File: config.mk
export PLATFORM = sky130hd
export DESIGN_NAME = pipelined_timer
export DESIGN_NICKNAME = d
export VERILOG_FILES = /design/src/rtl/pipelined_timer.sv
export SDC_FILE = /design/constraint.sdc
export NUM_CORES = 1
export LEC_CHECK = 0
export BUFFER_PORTS_ARGS = -buffer_cell sky130_fd_sc_hd__buf_4
export CAP_MARGIN = 20
export CORE_MARGIN = 4
export CORE_UTILIZATION = 60
export CTS_CLUSTER_DIAMETER = 80
export DETAILED_ROUTE_END_ITERATION = 8
export PLACE_DENSITY = 0.84
export RECOVER_POWER = 25
export SLEW_MARGIN = 15
export SYNTH_ARGS = -nofsm -noshare
export SYNTH_HDL_FRONTEND = slang
export SYNTH_SLANG_ARGS = --single-unit
File: constraint.sdc
create_clock -name clk -period 2.7 [get_ports clk]
set_clock_uncertainty 0.15 [all_clocks]
set_input_delay 0 -clock clk [delete_from_list [all_inputs] [get_ports clk]]
set_output_delay 0 -clock clk [all_outputs]
set_load 0.02 [all_outputs]
File: src/rtl/pipelined_timer.sv
// Purpose : tick-counting timer; counts accepted enable ticks up to a latched
//           period and emits a strobe, either once (one-shot) or repeatedly
//           (periodic). The count is kept in chunks with a registered carry
//           between chunks, so no full-width adder sits in one cycle.
// Latency : a tick accepted in cycle t keeps the block in SETTLE for cycles
//           t+1..t+LATENCY; the strobe, if any, is high in cycle t+LATENCY+1.
// Backpressure: tick_ready is high only in RUN. An enable that arrives while
//           tick_ready is low and the block is busy is dropped and sets the
//           sticky overrun flag. An enable in IDLE is dropped silently.
// Ports   : clk, rst (async, active-high); start/stop/mode/period control;
//           enable/tick_ready tick handshake; strobe, busy, done, overrun, err
//           status. Optional output event_count[15:0] exists only when the
//           macro PIPELINED_TIMER_EVENT_COUNT_EN is defined.
module pipelined_timer #(
  parameter int WIDTH   = 32,
  parameter int LATENCY = 5
) (
  input  logic             clk,
  input  logic             rst,
  input  logic             start,
  input  logic             stop,
  input  logic             mode,
  input  logic [WIDTH-1:0] period,
  input  logic             enable,
  output logic             tick_ready,
  output logic             strobe,
  output logic             busy,
  output logic             done,
  output logic             overrun,
  output logic             err
`ifdef PIPELINED_TIMER_EVENT_COUNT_EN
  ,
  output logic [15:0]      event_count
`endif
);

  // Chunk width, chunk count and the padded width holding all chunks.
  localparam int CW  = (WIDTH + LATENCY - 1) / LATENCY;
  localparam int NCH = (WIDTH + CW - 1) / CW;
  localparam int PW  = NCH * CW;
  localparam int SCW = $clog2(LATENCY + 1);

  typedef enum logic [1:0] {IDLE, RUN, SETTLE} state_t;

  state_t         state;
  logic [PW-1:0]  cnt;        // tick count, zero-padded to whole chunks
  logic [PW-1:0]  per;        // latched period, same padding
  logic           mode_q;
  logic [NCH-1:0] carry;      // carry[k]: registered carry into chunk k
  logic [NCH-1:0] cmp;        // cmp[k]: chunk k of the new count equals period
  logic [SCW-1:0] sc;         // settle cycle index, 1..LATENCY

  logic [PW-1:0]  sum_now;
  logic [NCH-1:0] eq_now;
  logic [NCH-1:0] carry_nxt;
  logic [NCH-1:0] proc;       // proc[k]: chunk k is updated on this edge
  logic [CW:0]    tmp;
  logic           cin;
  logic           cout_prev;
  logic           start_ok;
  logic           strobe_set;

  // A start with period 0 is rejected; stop always beats start.
  assign start_ok = start && !stop && (period != '0);

  // Chunk 0 is updated on the accepting edge, chunk k on the k-th settle edge,
  // so the carry out of chunk k-1 is already registered when chunk k adds it.
  always_comb begin
    proc    = '0;
    proc[0] = (state == RUN) && enable;
    for (int k = 1; k < NCH; k++) begin
      proc[k] = (state == SETTLE) && (sc == SCW'(k));
    end
  end

  // Per-chunk incrementer and equality compare against the latched period.
  // The top chunk's carry-out can only appear if the count passed the period,
  // so it forces a mismatch there.
  always_comb begin
    sum_now   = '0;
    eq_now    = '0;
    carry_nxt = '0;
    tmp       = '0;
    cin       = 1'b0;
    cout_prev = 1'b0;
    for (int k = 0; k < NCH; k++) begin
      cin = (k == 0) ? 1'b1 : carry[k];
      tmp = {1'b0, cnt[k*CW +: CW]} + (CW+1)'(cin);
      sum_now[k*CW +: CW] = tmp[CW-1:0];
      eq_now[k] = (tmp[CW-1:0] == per[k*CW +: CW]) && !((k == NCH-1) && tmp[CW]);
      if (k > 0) begin
        carry_nxt[k] = cout_prev;
      end
      cout_prev = tmp[CW];
    end
  end

  // Last settle cycle: every chunk compare is registered, AND them together.
  assign strobe_set = !stop && !start_ok && (state == SETTLE) &&
                      (sc == SCW'(LATENCY)) && (&cmp);

  always_ff @(posedge clk or posedge rst) begin
    if (rst) begin
      state      <= IDLE;
      cnt        <= '0;
      per        <= '0;
      mode_q     <= 1'b0;
      carry      <= '0;
      cmp        <= '0;
      sc         <= '0;
      strobe     <= 1'b0;
      busy       <= 1'b0;
      tick_ready <= 1'b0;
      done       <= 1'b0;
      overrun    <= 1'b0;
      err        <= 1'b0;
    end else begin
      strobe <= 1'b0;
      err    <= 1'b0;
      // Only SETTLE is busy with tick_ready low; an accepted start clears it below.
      if (enable && (state == SETTLE)) begin
        overrun <= 1'b1;
      end
      if (stop) begin
        state      <= IDLE;
        busy       <= 1'b0;
        tick_ready <= 1'b0;
        carry      <= '0;
        cmp        <= '0;
        sc         <= '0;
      end else if (start_ok) begin
        per        <= PW'(period);
        mode_q     <= mode;
        cnt        <= '0;
        carry      <= '0;
        cmp        <= '0;
        sc         <= '0;
        done       <= 1'b0;
        overrun    <= 1'b0;
        state      <= RUN;
        busy       <= 1'b1;
        tick_ready <= 1'b1;
      end else begin
        if (start) begin
          err <= 1'b1;
        end
        for (int k = 0; k < NCH; k++) begin
          if (proc[k]) begin
            cnt[k*CW +: CW] <= sum_now[k*CW +: CW];
            cmp[k]          <= eq_now[k];
          end
        end
        for (int k = 1; k < NCH; k++) begin
          if (proc[k-1]) begin
            carry[k] <= carry_nxt[k];
          end
        end
        case (state)
          RUN: begin
            if (enable) begin
              state      <= SETTLE;
              tick_ready <= 1'b0;
              sc         <= SCW'(1);
            end
          end
          SETTLE: begin
            if (sc == SCW'(LATENCY)) begin
              if (strobe_set) begin
                strobe <= 1'b1;
                if (mode_q) begin
                  cnt        <= '0;
                  state      <= RUN;
                  tick_ready <= 1'b1;
                end else begin
                  state <= IDLE;
                  busy  <= 1'b0;
                  done  <= 1'b1;
                end
              end else begin
                state      <= RUN;
                tick_ready <= 1'b1;
              end
            end else begin
              sc <= sc + SCW'(1);
            end
          end
          default: begin
            state <= IDLE;
          end
        endcase
      end
    end
  end

`ifdef PIPELINED_TIMER_EVENT_COUNT_EN
  // Strobe counter; wraps naturally at 16 bits.
  always_ff @(posedge clk or posedge rst) begin
    if (rst) begin
      event_count <= '0;
    end else if (start_ok) begin
      event_count <= '0;
    end else if (strobe_set) begin
      event_count <= event_count + 16'd1;
    end
  end
`endif

endmodule

==> results.toml <==
[min_path]
holdCritPathClass = "in -> reg"
holdPathStages = 3
min_from = "period[1]"
hold-path-endpoint = "per[1]"

[critical_path]
max_stage_delay_ns = 0.43
crit_required_ns = 2.82
critical_path_class = "reg -> reg"
r2r_slack_ns = 0.35
start_kind = "register"
reg2reg_to = "cnt[4]"
crit_fanout = 34
crit_chain = "inv_1, ha_1, and3_1, nand4_1, buf_12, nor3b_1, nand2_2, o31ai_2"
crit_path_end_kind = "register"
r2r-start = "sc[1]"
cpMaxStageDelayCell = "nor3b_1"
critPathArrivalTime_ns = 2.47
r2r_cells = 8

[logic_synthesis]
yosysTopAreaCell = "dfrtp_1"
yosys_warnings = 0
ys_ff_latch = 88
synth_top_area_share = 0.4340
yosysSeqAreaShare = 0.4340
synth_flop_cell = "dfrtp_1"
synthTopCellsByArea = "dfrtp_1 (43%), mux2_2 (6.4%), xnor2_1 (6.2%), ha_1 (4.2%), nand3_1 (2.8%)"
postSynthCellCount = 489
synthArstFlopShare = 1.000
synth_edf_count = 0
synth.avg_cell_area_um2 = 10.38
synth_cell_types = 61
synth.cell_area_mm2 = 0.005074
synth_nets = 544

[clock_network]
clk_latency_ns = 0.36
clk_pin_slew_ns = 0.08
numCtsBuffers = 9
cts_setup_buffers = 0
clk_path_buf_depth = 2
ctsRootBufferMaster = "clkbuf_8"
cts-htree-levels = 3
clock_sinks = 88
cts_tree = "done"
cts_resized = 0

[grt]
grt_pass1_wl_um = 20420
grt_overflow = 0
grt_use_met1 = 0.3364
grtUsageMet3 = 0.04309
grt_pass1_vias = 4291
grt_max_degree = 52
grt_busiest_layer = "met2"
grtUsageTotal = 0.2548
antenna_found_initial = 0
met2_usage = 0.4161

[finish]
final_core_util = 0.7370
antenna_cells = 0
layout_common_cells = "dfrtp_1 (88), buf_4 (41), dlygate4sd3_1 (37), xnor2_1 (36), nand2_1 (34)"
fin_nets = 621
drive_gt1_frac = 0.1860
area_delta_synth_final_pct = 19.36
fill_cells = 571
layoutNonFillerInstCount = 675
final_common_cell = "dfrtp_1"
stdcell_area_mm2 = 0.006056

[pwr]
combPwrFrac = 0.171
p_sw_frac = 0.2627
clkPwrFrac = 0.324
finalPower_mw = 3.008
power.net_switching_mw = 0.7902
leakage_nw = 2.523
p_int_mw = 2.218
ir_worst_vdd_mv = 0.3847
power_frac_seq = 0.505
power.density_mw_per_mm2 = 496.7

[die]
core_area_mm2 = 0.008217
start_util = 0.6175
die_h_um = 99.96
die-area_mm2 = 0.009991
ios = 44
std_cell_rows = 33
fp.dieW_um = 99.96

[sta]
finalCriticalPeriod_ns = 2.352
hold_violations = 0
drv_slew = 40
slew_headroom = -0.1864
fin_tns_setup_ns = 0
rsz0062_at_grt = "false"
setup_viol_count_final = 0
clock.fmax_mhz = 425.2
period_share = 0.8711
worstMarginPinSlew_ns = 1.770

[detailed_routing]
via_per_inst = 6.259
drt_wl_total_um = 11810
ant_nets = 0
drc_errors = 0
wire_per_inst_um = 17.49
dr.pass1.iters = 4
drtIter0Drc = 266
vias = 4225

[run]
cap_violations = 1

[placement]
place_area_mm2 = 0.005507
globalplace.congestion = 0.9211
dp.cells = 623
io_buffers = 43
dp_hpwl_um = 8145

[outcome]
status = "complete, but fails checks"
violations = "max-capacitance violations, max-slew violations"
registers in the layout (all words and copies together) (netlist names):
signal,flops
busy,1
carry,4
cmp,5
cnt,35
done,1
err,1
mode_q,1
overrun,1
per,32
sc,3
state,2
strobe,1
tick_ready,1
kinds of logic (layout without fill, tap and decap cells):
family / after synthesis / count (layout) / share of synthesized area
AND/OR/NAND/NOR: 161 / 161 / 0.1694
AO/OA/AOI/OAI: 101 / 101 / 0.1487
flip-flops: 88 / 88 / 0.4340
XOR/XNOR: 45 / 45 / 0.07768
multiplexers: 44 / 44 / 0.09494
buffers and inverters: 33 / 114 / 0.03329
adder cells (fa/ha/maj): 17 / 17 / 0.04192
power by group through the flow:
| stage | logic (mW) | clock network (mW) | registers [mW] |
|---|---|---|---|
| 2_1_floorplan | 0.352 | 0 | 1.52 |
| 3_3_place_gp | 0.450 | 0 | 1.54 |
| 3_5_place_dp | 0.470 | 0 | 1.55 |
| 4_1_cts | 0.517 | 0.983 | 1.52 |
| 5_1_grt | 0.565 | 1.04 | 1.54 |
| 6_report | 0.514 | 0.974 | 1.52 |
what timing repair did:
item,CTS,global route
setup endpoints to repair,0,0
hold buffers,37,0
hold endpoints to repair,78,0
cell usage after synthesis (11+ instances only):
cell     number
a21oi_1      13
nand3_1      28
nand2_1      34
dfrtp_1      88
mux2i_1      11
mux2_2       29
a31oi_1      11
nor2_1       28
ha_1         17
xnor2_1      36
and3_1       11
inv_1        11
worst max path at each step:
| stage | startpoint | end | depth (start not counted) |
|---|---|---|---|
| after floorplan | rst | busy | 1 |
| after global placement | sc[1] | cnt[4] | 8 |
| after detailed placement | sc[1] | cnt[4] | 8 |
| after CTS | sc[1] | cnt[4] | 8 |
| after global routing | period[0] | sc[0] | 8 |
| final | sc[1] | cnt[4] | 8 |
metal layers:
metal,vias up,share of wire
li1,1974,-
met4,0,0.024
met1,2075,0.42
met3,30,0.053
met5,-,0
met2,146,0.50
per-stage QoR:
stage / setup slack (ns) / hold slack [ns]
finish: 0.3480 / 0.2653
global route: 0.1916 / 0.2726
CTS: 0.3752 / 0.1543
detailed placement: 0.4124 / -0.01434
global placement: 0.5616 / -0.01889
floorplan: 0.2714 / -0.01832
area by class of cell:
type,count,area (um2),area share
clock buffer,11,131.4,0.02169
sequential,88,2202,0.3636
inverter,11,42.54,0.007025
tap,105,131.4,0.02169
clock inverter,4,70.07,0.01157
multi-input combinational,368,2710,0.4475
timing repair buffer,88,768.2,0.1269
critical path: cells and delay by family, from the launching register on:
| kind | cells | cell delay (ns) |
|---|---|---|
| adders and majority gates | 1 | 0.22 |
| and+or+nand+nor | 4 | 0.94 |
| buffers and inverters | 2 | 0.29 |
| AOI/OAI and AO/OA | 1 | 0.24 |
| DFF | 1 | 0.39 |
No activity file was read; power rests on OpenSTA's default activity.
